$ cat src/rtl/sap1_pkg.sv
// -----------------------------------------------------------------------------
// sap1_pkg
// Shared definitions for the SAP-1 style fetch path: bus widths, opcode
// constants, the fetch FSM state type and a small opcode extraction helper.
// -----------------------------------------------------------------------------
package sap1_pkg;

    localparam int ADDR_W = 4;
    localparam int DATA_W = 8;

    typedef logic [ADDR_W-1:0] addr_t;
    typedef logic [DATA_W-1:0] data_t;
    typedef logic [3:0]        opcode_t;

    // Instruction set opcodes (upper nibble of an instruction word)
    localparam opcode_t OP_LDA = 4'h0;
    localparam opcode_t OP_ADD = 4'h1;
    localparam opcode_t OP_SUB = 4'h2;
    localparam opcode_t OP_OUT = 4'hE;
    localparam opcode_t OP_HLT = 4'hF;

    // Fetch FSM states
    typedef enum logic [2:0] {
        ADDR   = 3'd0,
        INC    = 3'd1,
        READ   = 3'd2,
        WAIT   = 3'd3,
        OPREAD = 3'd4,
        HALT   = 3'd5
    } fetch_state_t;

    // Upper nibble of an instruction word
    function automatic opcode_t opcode_of(input data_t word);
        return word[DATA_W-1:DATA_W-4];
    endfunction

endpackage

$ cat src/rtl/program_counter.sv
// -----------------------------------------------------------------------------
// program_counter
// 4-bit program counter with synchronous clear, increment (wrapping 15 -> 0)
// and a parallel load that takes priority over increment.
//
// Ports:
//   clk        in   clock
//   rst_n      in   synchronous active-low clear
//   inc        in   advance by one
//   load       in   load load_value
//   load_value in   value for load
//   count      out  current program counter
// -----------------------------------------------------------------------------
module program_counter
    import sap1_pkg::*;
(
    input  logic              clk,
    input  logic              rst_n,
    input  logic              inc,
    input  logic              load,
    input  logic [ADDR_W-1:0] load_value,
    output logic [ADDR_W-1:0] count
);

    addr_t count_r;

    // Counter register: clear, load or increment
    always_ff @(posedge clk) begin
        if (!rst_n) begin
            count_r <= addr_t'(0);
        end else if (load) begin
            count_r <= load_value;
        end else if (inc) begin
            // natural modulo-16 wrap of the 4-bit sum
            count_r <= count_r + addr_t'(1);
        end else begin
            count_r <= count_r;
        end
    end

    assign count = count_r;

endmodule

$ cat src/rtl/fetch_unit.sv
// -----------------------------------------------------------------------------
// fetch_unit
// Instruction fetch and operand read front end of a SAP-1 style CPU.
// Sequence: ADDR (MAR <= PC) -> INC (PC++) -> READ (IR <= memory) -> WAIT.
// In WAIT the controller either requests an operand read (OPREAD) or signals
// that the instruction is done (back to ADDR). A HALT opcode stops fetching
// until reset.
//
// Configuration macro: FETCH_JUMP_EN -- when defined, jmp_valid in WAIT loads
// PC from jmp_addr before the next fetch. When undefined, jmp_* are ignored.
//
// Ports:
//   clk          in   rising-edge clock
//   rst_n        in   synchronous active-low reset
//   mem_enable   out  1 = memory tristated, 0 = memory drives w_bus
//   mem_address  out  memory address (MAR)
//   w_bus        in   memory read data
//   instr_valid  out  IR holds an instruction awaiting execution
//   ir_opcode    out  IR[7:4]
//   ir_operand   out  IR[3:0]
//   opr_req      in   operand read request (WAIT only)
//   opr_addr     in   operand address
//   opr_data     out  last operand read result
//   opr_valid    out  one-cycle strobe for opr_data
//   exec_done    in   current instruction finished (WAIT only)
//   jmp_valid    in   PC load request (FETCH_JUMP_EN only)
//   jmp_addr     in   PC load value
//   pc           out  program counter
//   halted       out  halt flag
// -----------------------------------------------------------------------------
module fetch_unit
    import sap1_pkg::*;
#(
    parameter logic [3:0] HALT_OPCODE = 4'hF
) (
    input  logic              clk,
    input  logic              rst_n,
    output logic              mem_enable,
    output logic [ADDR_W-1:0] mem_address,
    input  logic [DATA_W-1:0] w_bus,
    output logic              instr_valid,
    output logic [3:0]        ir_opcode,
    output logic [3:0]        ir_operand,
    input  logic              opr_req,
    input  logic [ADDR_W-1:0] opr_addr,
    output logic [DATA_W-1:0] opr_data,
    output logic              opr_valid,
    input  logic              exec_done,
    input  logic              jmp_valid,
    input  logic [ADDR_W-1:0] jmp_addr,
    output logic [ADDR_W-1:0] pc,
    output logic              halted
);

    fetch_state_t state_r;
    addr_t        mar_r;
    data_t        ir_r;
    data_t        opr_data_r;
    logic         opr_valid_r;
    logic         halted_r;
    logic         mem_enable_r;
    logic         instr_valid_r;

    addr_t        pc_s;
    logic         pc_inc_s;
    logic         jump_take_s;

    // Program counter control decoded from the current state
    always_comb begin
        pc_inc_s    = 1'b0;
        jump_take_s = 1'b0;
        if (state_r == INC) begin
            pc_inc_s = 1'b1;
        end else begin
            pc_inc_s = 1'b0;
        end
`ifdef FETCH_JUMP_EN
        // operand requests win over jumps; jumps win over exec_done
        if ((state_r == WAIT) && !opr_req && jmp_valid) begin
            jump_take_s = 1'b1;
        end else begin
            jump_take_s = 1'b0;
        end
`endif
    end

`ifndef FETCH_JUMP_EN
    logic unused_jump_s;
    assign unused_jump_s = ^{jmp_valid, jmp_addr};
`endif

    program_counter u_pc (
        .clk        (clk),
        .rst_n      (rst_n),
        .inc        (pc_inc_s),
        .load       (jump_take_s),
        .load_value (jmp_addr),
        .count      (pc_s)
    );

    // Fetch FSM with registered outputs; mem_enable and instr_valid are
    // computed for the state being entered so they line up with state_r.
    always_ff @(posedge clk) begin
        if (!rst_n) begin
            state_r       <= ADDR;
            mar_r         <= addr_t'(0);
            ir_r          <= data_t'(0);
            opr_data_r    <= data_t'(0);
            opr_valid_r   <= 1'b0;
            halted_r      <= 1'b0;
            mem_enable_r  <= 1'b1;
            instr_valid_r <= 1'b0;
        end else begin
            case (state_r)
                ADDR: begin
                    mar_r         <= pc_s;
                    state_r       <= INC;
                    mem_enable_r  <= 1'b1;
                    instr_valid_r <= 1'b0;
                    opr_valid_r   <= 1'b0;
                end
                INC: begin
                    state_r       <= READ;
                    mem_enable_r  <= 1'b0;
                    instr_valid_r <= 1'b0;
                    opr_valid_r   <= 1'b0;
                end
                READ: begin
                    ir_r         <= w_bus;
                    mem_enable_r <= 1'b1;
                    opr_valid_r  <= 1'b0;
                    if (opcode_of(w_bus) == HALT_OPCODE) begin
                        state_r       <= HALT;
                        halted_r      <= 1'b1;
                        instr_valid_r <= 1'b0;
                    end else begin
                        state_r       <= WAIT;
                        instr_valid_r <= 1'b1;
                    end
                end
                WAIT: begin
                    // opr_valid is a single-cycle strobe after OPREAD
                    opr_valid_r <= 1'b0;
                    if (opr_req) begin
                        mar_r         <= opr_addr;
                        state_r       <= OPREAD;
                        mem_enable_r  <= 1'b0;
                        instr_valid_r <= 1'b1;
                    end else if (jump_take_s || exec_done) begin
                        state_r       <= ADDR;
                        mem_enable_r  <= 1'b1;
                        instr_valid_r <= 1'b0;
                    end else begin
                        state_r       <= WAIT;
                        mem_enable_r  <= 1'b1;
                        instr_valid_r <= 1'b1;
                    end
                end
                OPREAD: begin
                    opr_data_r    <= w_bus;
                    opr_valid_r   <= 1'b1;
                    state_r       <= WAIT;
                    mem_enable_r  <= 1'b1;
                    instr_valid_r <= 1'b1;
                end
                HALT: begin
                    state_r       <= HALT;
                    halted_r      <= 1'b1;
                    mem_enable_r  <= 1'b1;
                    instr_valid_r <= 1'b0;
                    opr_valid_r   <= 1'b0;
                end
                default: begin
                    // unreachable encoding: restart fetching safely
                    state_r       <= ADDR;
                    mem_enable_r  <= 1'b1;
                    instr_valid_r <= 1'b0;
                    opr_valid_r   <= 1'b0;
                end
            endcase
        end
    end

    assign mem_enable  = mem_enable_r;
    assign mem_address = mar_r;
    assign instr_valid = instr_valid_r;
    assign ir_opcode   = ir_r[7:4];
    assign ir_operand  = ir_r[3:0];
    assign opr_data    = opr_data_r;
    assign opr_valid   = opr_valid_r;
    assign pc          = pc_s;
    assign halted      = halted_r;

endmodule

$ cat config.mk
export PLATFORM = sky130hd
export DESIGN_NAME = fetch_unit
export DESIGN_NICKNAME = d
export VERILOG_FILES = /design/src/rtl/sap1_pkg.sv /design/src/rtl/program_counter.sv /design/src/rtl/fetch_unit.sv
export SDC_FILE = /design/constraint.sdc
export NUM_CORES = 1
export LEC_CHECK = 0
export ABC_AREA = 1
export BUFFER_PORTS_ARGS = -buffer_cell sky130_fd_sc_hd__buf_2
export CAP_MARGIN = 30
export CORE_ASPECT_RATIO = 0.7
export CORE_MARGIN = 2
export CORE_UTILIZATION = 46
export DETAILED_ROUTE_END_ITERATION = 8
export MAX_ROUTING_LAYER = met4
export PLACE_DENSITY = 0.73
export SLEW_MARGIN = 20
export SYNTH_ARGS = -nofsm -noshare
export SYNTH_HDL_FRONTEND = slang
export SYNTH_HIERARCHICAL = 1
export SYNTH_SLANG_ARGS = --single-unit
$ cat constraint.sdc
create_clock -name clk -period 1.7 [get_ports clk]
set_input_delay 0.255 -clock clk [delete_from_list [all_inputs] [get_ports clk]]
set_output_delay 0.255 -clock clk [all_outputs]
set_load 0.01 [all_outputs]
== After elaboration in Yosys (flattened, before gate mapping) ==
Cells that the tools add are included.
W data, S select, Z words.

* Mux-type cells: 16
* Add/subtract/negate cells: 1
* Reductions and logical operators: 5
* Equality and inequality tests: 8

{| class="wikitable"
|+ Operators by type and width
! kind !! count
|-
| $pmux W3 S6 || 1
|-
| $pmux W4 S2 || 1
|-
| $mux W1 || 7
|-
| $eq A3 B2 Y1 const B || 2
|-
| $eq A3 B3 Y1 const B || 2
|-
| $mux W3 || 2
|-
| $add A4 B1 Y4 const B || 1
|-
| $eq A4 B4 Y1 const B || 1
|-
| $mux W4 || 1
|-
| $ne A2 B2 Y1 const B || 2
|-
| $pmux W1 S2 || 2
|-
| $reduce_and A2 Y1 || 2
|-
| $reduce_bool A2 Y1 || 2
|-
| $eq A3 B1 Y1 const B || 1
|-
| $logic_not A3 Y1 || 1
|-
| $pmux W1 S3 || 1
|-
| $mux W2 || 1
|}

* Output and inout port bits: 28
* Input port bits: 21
* Register bits after elaboration: 31
* Logic and storage cells: 39

== Logic depth before layout (Yosys ltp) ==
Gate-level depths: netlist (run 1).

* Depth in word-level cells: 3
* Mapped depth: 9
* Mapped depth without buffers: 8

== Hierarchy ==
The synthesis (run 1) kept the hierarchy.

{| class="wikitable"
|+ By module, submodules not included
! module !! cells each !! seq. area each (sq um) !! times used !! area each (sq um)
|-
| fetch_unit || 162 || 540.5 || 1 || 1137.3
|-
| program_counter || 35 || 80.1 || 1 || 234.0
|}

== Worst setup path after synthesis (run 1) ==
Ideal clock, no wire load.

* Kind: register to register
* From: register state_r[0]
* To: register u_pc.count_r[3], in the netlist u_pc/count[3]
* Data required time: 1591 ps
* Stages on the path, launching flop included: 9
* Path buffers: 1
* Setup slack: 337 ps
* Setup time: 109 ps
* Clock period less this slack: 1363 ps
* Arrival: 1254 ps
* Path through: dfxtp_1 > buf_4 > inv_1 > nor3_1 > nand2_2 > o21ai_1 > nand3_1 > nand2_1 > inv_1

* Longest elaborated chain between the ends: 2

{| class="wikitable"
|+ RTL lines
! element !! line !! RTL
|-
| start, declared || fetch_unit.sv:55 || <nowiki>fetch_state_t state_r;</nowiki>
|-
| start signal, assigned || fetch_unit.sv:105 || <nowiki>state_r <= ADDR;</nowiki>
|-
| start signal, assigned || fetch_unit.sv:117 || <nowiki>state_r <= INC;</nowiki>
|-
| start signal, assigned || fetch_unit.sv:123 || <nowiki>state_r <= READ;</nowiki>
|-
| $eq A3 B1 Y1 || fetch_unit.sv:72 || <nowiki>if (state_r == INC) begin</nowiki>
|-
| $mux W1 || fetch_unit.sv:72 ||
|-
| named net pc_inc_s || fetch_unit.sv:65 || <nowiki>logic pc_inc_s;</nowiki>
|-
| end signal, assigned || program_counter.sv:32 || <nowiki>count_r <= load_value;</nowiki>
|-
| end signal, assigned || program_counter.sv:35 || <nowiki>count_r <= count_r + addr_t'(1);</nowiki>
|-
| end signal, assigned || program_counter.sv:37 || <nowiki>count_r <= count_r;</nowiki>
|-
| end, declared || program_counter.sv:25 || <nowiki>addr_t count_r;</nowiki>
|}

The timed path passes the listed nets, and every way through them passes these cells.
A chain may end at the register's enable or synchronous reset.

== Worst setup path in the final report (run 1) ==
* From: register state_r[1]
* To: register u_pc.count_r[3], in the netlist u_pc/count[3]

The elaborated chain is that of the path after synthesis.

==> results of run 1 <==
## cells by family (layout without fill, tap and decap cells)
family / count (synthesis) / in the layout / share of synthesized area (%)
flops: 31 / 31 / 45.26
other cells: 1 / 5 / 0.2735
compound gates: 28 / 28 / 10.58
simple gates: 106 / 106 / 33.39
buf+inv: 28 / 79 / 8.302
xor+xnor: 2 / 2 / 1.278
fa+ha+maj: 1 / 1 / 0.9123
## metrics by stage
stage | std cells | power (W) | cell area, sq um | util [%] | worst slack (ps)
finish | 288 | 0.001797 | 1764 | 62.50 | 268.3
global route | 288 | 0.001893 | 1764 | 62.50 | 147.3
CTS | 288 | 0.001808 | 1764 | 62.50 | 266.7
detailed placement | 280 | 0.001073 | 1647 | 58.33 | 284.3
global placement | 280 | 0.001070 | 1647 | 58.33 | 298.0
floorplan | 201 | 0.0009829 | 1386 | - | 337.2
## worst max path at each step
| stage | start | end | slack (ps) | depth (start not counted) |
|---|---|---|---|---|
| 2_1_floorplan | state_r[0]$_SDFF_PN0_ | u_pc/count[3]$_SDFFE_PN0P_ | 340 | 8 |
| 3_3_place_gp | state_r[1]$_SDFF_PN0_ | u_pc/count[3]$_SDFFE_PN0P_ | 300 | 6 |
| 3_5_place_dp | state_r[1]$_SDFF_PN0_ | u_pc/count[3]$_SDFFE_PN0P_ | 280 | 6 |
| 4_1_cts | state_r[1]$_SDFF_PN0_ | u_pc/count[3]$_SDFFE_PN0P_ | 270 | 6 |
| 5_1_grt | state_r[1]$_SDFF_PN0_ | u_pc/count[3]$_SDFFE_PN0P_ | 150 | 6 |
| 6_report | state_r[1]$_SDFF_PN0_ | u_pc/count[3]$_SDFFE_PN0P_ | 270 | 6 |
## area by class of cell
| cell class | count | area, sq um |
|---|---|---|
| Multi-Input combinational cell | 142 | 651.9 |
| Clock buffer | 6 | 82.58 |
| Clock inverter | 2 | 35.03 |
| Inverter | 23 | 86.33 |
| Sequential cell | 31 | 620.6 |
| Fill cell | 279 | 1059 |
| Tap cell | 36 | 45.04 |
| Timing Repair Buffer | 48 | 242.7 |
## worst min-delay path: cells and delay by family
kind | cells | cell delay, ps
AND/OR/NAND/NOR | 1 | 60
AO/OA/AOI/OAI | 1 | 50
buffers and inverters | 1 | 110
## cells in the mapped netlist
master,instances,share of area (%)
nand2_1,53,15
nor2_1,33,9.0
dfxtp_1,31,45
inv_1,20,5.5
a21oi_1,14,5.1
nand3_1,10,3.6
o21ai_0,10,3.6
nor2_2,4,1.8
inv_2,3,0.82
buf_4,2,1.1
clkbuf_1,2,0.55
nand2_2,2,0.91
o21ai_1,2,0.73
a21boi_1,1,0.55
buf_2,1,0.36
conb_1,1,0.27
ha_1,1,0.91
nand3_2,1,0.73
nand4_2,1,0.91
nor2_8,1,1.5
nor3_1,1,0.36
o211ai_1,1,0.55
xnor2_1,1,0.64
xor2_1,1,0.64
## power breakdown
| group | internal, W | leakage (nW) | switching (W) | total, W |
|---|---|---|---|---|
| Clock | 0.000474 | 0.0612 | 0.000266 | 0.000740 |
| Sequential | 0.000768 | 0.253 | 0.0000301 | 0.000798 |
| Combinational | 0.000103 | 0.604 | 0.000156 | 0.000259 |
| Total | 0.00134 | 0.919 | 0.000452 | 0.00180 |
## sequential cells by signal, indices dropped and copies added, names as in the netlist
name         flops
opr_data         8
mem_enable       1
instr_valid      1
halted           1
state_r          3
opr_valid        1
ir_r             8
mem_address      4
u_pc/count       4
## per-layer routing
metal  track usage [%]  part of all wire (%)
met2             27.72                    41
met3             4.294                   7.3
met1             28.50                    51
met4             6.863                  0.73
met5                 -                     0
==> run metrics, run 1 <==
status=complete, no violations; worst-path maximum fanout=8; crit path time final=1432 ps; TNS Setup=0 ps; initial antenna violation count=0; FF-to-FF Start=state_r[1]$_SDFF_PN0_; num rows=16; Setup crit end kind=flip-flop; clock sinks=31; routed len/inst=10.47 um; total track usage=between 15 and 20%; slew margin rel.=roughly 65%; slowest stage delay, CP=490 ps; DRC=0; clk_lat worst skew=~280 ps; Worst VDD drop=approximately 0.00056 V; Port Buffers=47; largest net degree at the start of global routing=20; Mapped Area=about 0.0014 sq mm; Worst-Margin Slew=roughly 530 ps; yosys warns=6; Peak Freq=roughly 700 MHz; Hold Path Sink=ir_r[2]$_SDFFE_PN0N_; Die Area=0.003441 sq mm; pins over their slew limit=0; Worst Hold Depth=3; Hold Path Class=primary input to flip-flop; Die Ht=49.68 um; buffer and inverter count on the worst path=1; Initial DRC Count=96; drt total wl=3.015 mm; hold path startpoint=w_bus[2]; CTS Hold Bufs=0; #FFs+latches synth=31; maximum root-to-sink buffer count=2; commonest non-fill, non-tap cell in the layout=nand2_1; Reg clk slew, reported paths=70 ps; worst hold slack=approximately 250 ps; CTS resizes=0; postcts setup bufs=0; Distinct cells, synth=24; fraction of layout cells with a size suffix above 1=between 20% and 30%; Max Clock Skew=4.482 ps; CP arrival=1610 ps; Via Count=1309; commonest non-fill, non-tap cells in the layout=53 x nand2_1, 47 x buf_2, 33 x nor2_1, 31 x dfxtp_1, 20 x inv_1; Core Region=approximately 0.0028 sq mm; Setup Crit Path Kind=flip-flop to flip-flop; Area Overhead vs Synth=28.65%; pwr dens=1019 mW/mm^2; hpwl dp=2.292 mm; first drt pass iteration count=4; H-tree levels=2; R2R cell count=6; critical path startpoint category=flip-flop; via count normalized by instance count=4.545; post-route ant nets=0; Slowest cell on crit path=nor3_1; MaxCap Viol Count=0; via count of the first global-routing pass=1188; CP required=1880 ps; first-pass GRT wire length=5.292 mm; gr ovfl total=0; Cells after Synth=about 200; Worst path top cell family by delay=simple AND/OR/NAND/NOR gates; RD Place Congestion=0.8011; Root Driver=clkbuf_8; RR Endpoint=u_pc/count[3]$_SDFFE_PN0P_; Initial Util=between 40% and 50%; crit-path cells=nor3_1, nand2_2, o21ai_1, nand3_1, nand2_1, inv_1; IO Count=49; R2R Setup Slk=270 ps; unrepaired setup endpoints after global routing=no; Inserted Diodes=0; Seq/Total Area, Yosys=a little under half; CTS tree=done; Syn Area/Cell=slightly below 7 sq um; final-stage net count=273; total CTS buffers=5; static leakage=0.9187 nW; Fin. Hold Viols=0; # setup viols final=0; post-route clock period utilization=84.22%; Chip Width=69.26 um
Note: power is estimated with default switching activity, not from simulation.
==> run 2, diff against run 1 <==
==> constraint.sdc (replaced) <==
create_clock -name clk -period 1.44 [get_ports clk]
set_input_delay 0.216 -clock clk [delete_from_list [all_inputs] [get_ports clk]]
set_output_delay 0.216 -clock clk [all_outputs]
set_load 0.01 [all_outputs]
==> run metrics, run 2 (synthesis results as in run 1) <==
crit path time final=1249 ps (was 1432 ps); maximum root-to-sink buffer count=2 (unchanged); Reg clk slew, reported paths=60 ps (was 70 ps); unrepaired setup endpoints after global routing=no (unchanged); Port Buffers=47 (unchanged); fill count=261 (was 279); Die Ht=49.68 um (unchanged); pins over their slew limit=0 (unchanged); Comb power frac=14.5% (was 14.4%); TNS Setup=0 ps (unchanged); # setup viols final=0 (unchanged); crit-path cells=nor2_2, nand2_1, buf_4, o21ai_0, nor2_1 (was nor3_1, nand2_2, o21ai_1, nand3_1, nand2_1, inv_1); Area Overhead vs Synth=30.38% (was 28.65%); Fin. Hold Viols=0 (unchanged); Int Power=0.001594 W (was 0.001345 W); Via Count=1339 (was 1309); largest net degree at the start of global routing=12 (was 20); Setup crit end kind=flip-flop (unchanged); Worst Hold Depth=3 (unchanged); Clk network pwr share=41.1% (was 41.2%); hpwl dp=2.276 mm (was 2.292 mm); R2R cell count=5 (was 6); R2R Setup Slk=190 ps (was 270 ps); total CTS buffers=5 (unchanged); H-tree levels=2 (unchanged); pwr dens=1191 mW/mm^2 (was 1019 mW/mm^2); Chip Width=69.26 um (unchanged); Root Driver=clkbuf_8 (unchanged); critical path startpoint category=flip-flop (unchanged); Tot Pwr=0.002129 W (was 0.001797 W); CP arrival=1420 ps (was 1610 ps); RD Place Congestion=0.7984 (was 0.8011); commonest non-fill, non-tap cells in the layout=53 x nand2_1, 47 x buf_2, 33 x nor2_1, 30 x dfxtp_1, 20 x inv_1 (was 53 x nand2_1, 47 x buf_2, 33 x nor2_1, 31 x dfxtp_1, 20 x inv_1); first-pass GRT wire length=5.043 mm (was 5.292 mm); worst hold slack=213.1 ps (was 247.1 ps); Initial DRC Count=69 (was 96); MaxCap Viol Count=0 (unchanged); Slowest cell on crit path=dfxtp_1 (was nor3_1); Max Clock Skew=6.189 ps (was 4.482 ps); status=complete, no violations (unchanged); FF-to-FF Start=state_r[1]$_SDFF_PN0_ (unchanged); Sw Ratio=25.12% (was 25.16%); RR Endpoint=opr_data[2]$_SDFFE_PN0P_ (was u_pc/count[3]$_SDFFE_PN0P_); CP required=1610 ps (was 1880 ps); Core Region=0.002823 sq mm (unchanged); total track usage=19.45% (was 19.91%); post-route clock period utilization=86.72% (was 84.22%); drt total wl=2.993 mm (was 3.015 mm); gr ovfl total=0 (unchanged); DRC=0 (unchanged); hold path startpoint=w_bus[2] (unchanged); Worst VDD drop=0.0006786 V (was 0.0005628 V); CTS Hold Bufs=0 (unchanged); area of the multi-input gates=651.9 sq um (unchanged); Peak Freq=800.8 MHz (was 698.5 MHz); worst-path maximum fanout=8 (unchanged); Hold Path Sink=ir_r[2]$_SDFFE_PN0N_ (unchanged); fraction of layout cells with a size suffix above 1=28.24% (was 26.98%); Sequential Area=621.8 sq um (was 620.6 sq um); post-route ant nets=0 (unchanged); commonest non-fill, non-tap cell in the layout=nand2_1 (unchanged); Setup Crit Path Kind=flip-flop to flip-flop (unchanged); Initial Util=48.58% (unchanged); Seq pwr share=44.4% (about the same); clk_lat worst skew=280 ps (about the same); CTS tree=done (unchanged); via count normalized by instance count=4.601 (was 4.545); Die Area=0.003441 sq mm (unchanged); initial antenna violation count=0 (unchanged); static leakage=0.9329 nW (was 0.9187 nW); first drt pass iteration count=4 (unchanged); sw power=0.0005347 W (was 0.0004520 W); slowest stage delay, CP=410 ps (was 490 ps); worst setup margin=191.3 ps (was 268.3 ps); Hold Path Class=primary input to flip-flop (unchanged); fin util=63.34% (was 62.50%); Post-Place Worst Slack=136.4 ps (was 284.3 ps); Inserted Diodes=0 (unchanged); routed len/inst=10.29 um (was 10.47 um); final-stage net count=276 (was 273); num rows=16 (unchanged); via count of the first global-routing pass=1110 (was 1188); IO Count=49 (unchanged); clock sinks=31 (unchanged)
==> run 2: changes by cell type in the layout (fill, tap and decap cells not counted) <==
cell | previous run | this run
buf_4 | 1 | 4
dfxtp_2 | 0 | 1
dfxtp_1 | 31 | 30
==> run 2: repair_timing <==
item                       4_1_cts  5_1_grt
setup endpoints to repair        0        1
gates resized for setup          0        1
setup buffers                    0        0
==> run 2: area by class of cell <==
| type | instances | share of cell area [%] |
|---|---|---|
| clock buffer | 6 | 4.619 |
| clock inverter | 2 | 1.959 |
| inverter | 23 | 4.829 |
| multi-input combinational | 142 | 36.46 |
| sequential | 31 | 34.78 |
| tap | 36 | 2.519 |
| timing repair buffer | 51 | 14.84 |
==> run 2: worst max-delay path by stage <==
stage / start / end / depth (start not counted)
6_report: state_r[1]$_SDFF_PN0_ / opr_data[2]$_SDFFE_PN0P_ / 5
3_5_place_dp: state_r[0]$_SDFF_PN0_ / u_pc/count[3]$_SDFFE_PN0P_ / 8
2_1_floorplan: state_r[0]$_SDFF_PN0_ / u_pc/count[3]$_SDFFE_PN0P_ / 8
5_1_grt: state_r[1]$_SDFF_PN0_ / opr_data[2]$_SDFFE_PN0P_ / 5
3_3_place_gp: state_r[0]$_SDFF_PN0_ / u_pc/count[3]$_SDFFE_PN0P_ / 8
4_1_cts: state_r[0]$_SDFF_PN0_ / u_pc/count[3]$_SDFFE_PN0P_ / 8
==> run 2: per-stage QoR <==
stage / std cells / cell area (sq um)
after floorplan: 201 / 1386
after global placement: 283 / 1669
after detailed placement: 283 / 1669
after CTS: 291 / 1787
after global routing: 291 / 1788
final: 291 / 1788
==> run 2: power by group through the flow <==
stage	sequential, W	combinational, W	clock (W)
global placement	0.000962	0.000306	0
detailed placement	0.000965	0.000308	0
CTS	0.000945	0.000310	0.000894
floorplan	0.000972	0.000188	0
global route	0.000952	0.000355	0.000943
finish	0.000946	0.000309	0.000874
==> run 2: worst max-delay path, delay by kind of cell (launching register included) <==
kind | cells | cell delay [ps]
compound gates | 1 | 200
buf+inv | 1 | 190
flops | 1 | 410
simple gates | 3 | 340
==> run 2: metal layers <==
metal | track usage (%) | part of all wire [%] | vias to the layer above
met2 | 26.76 | 39 | 43
met1 | 27.45 | 54 | 571
li1 | - | - | 721
met3 | 5.112 | 5.8 | 4
met5 | - | 0 | -
met4 | 6.863 | 1.3 | 0
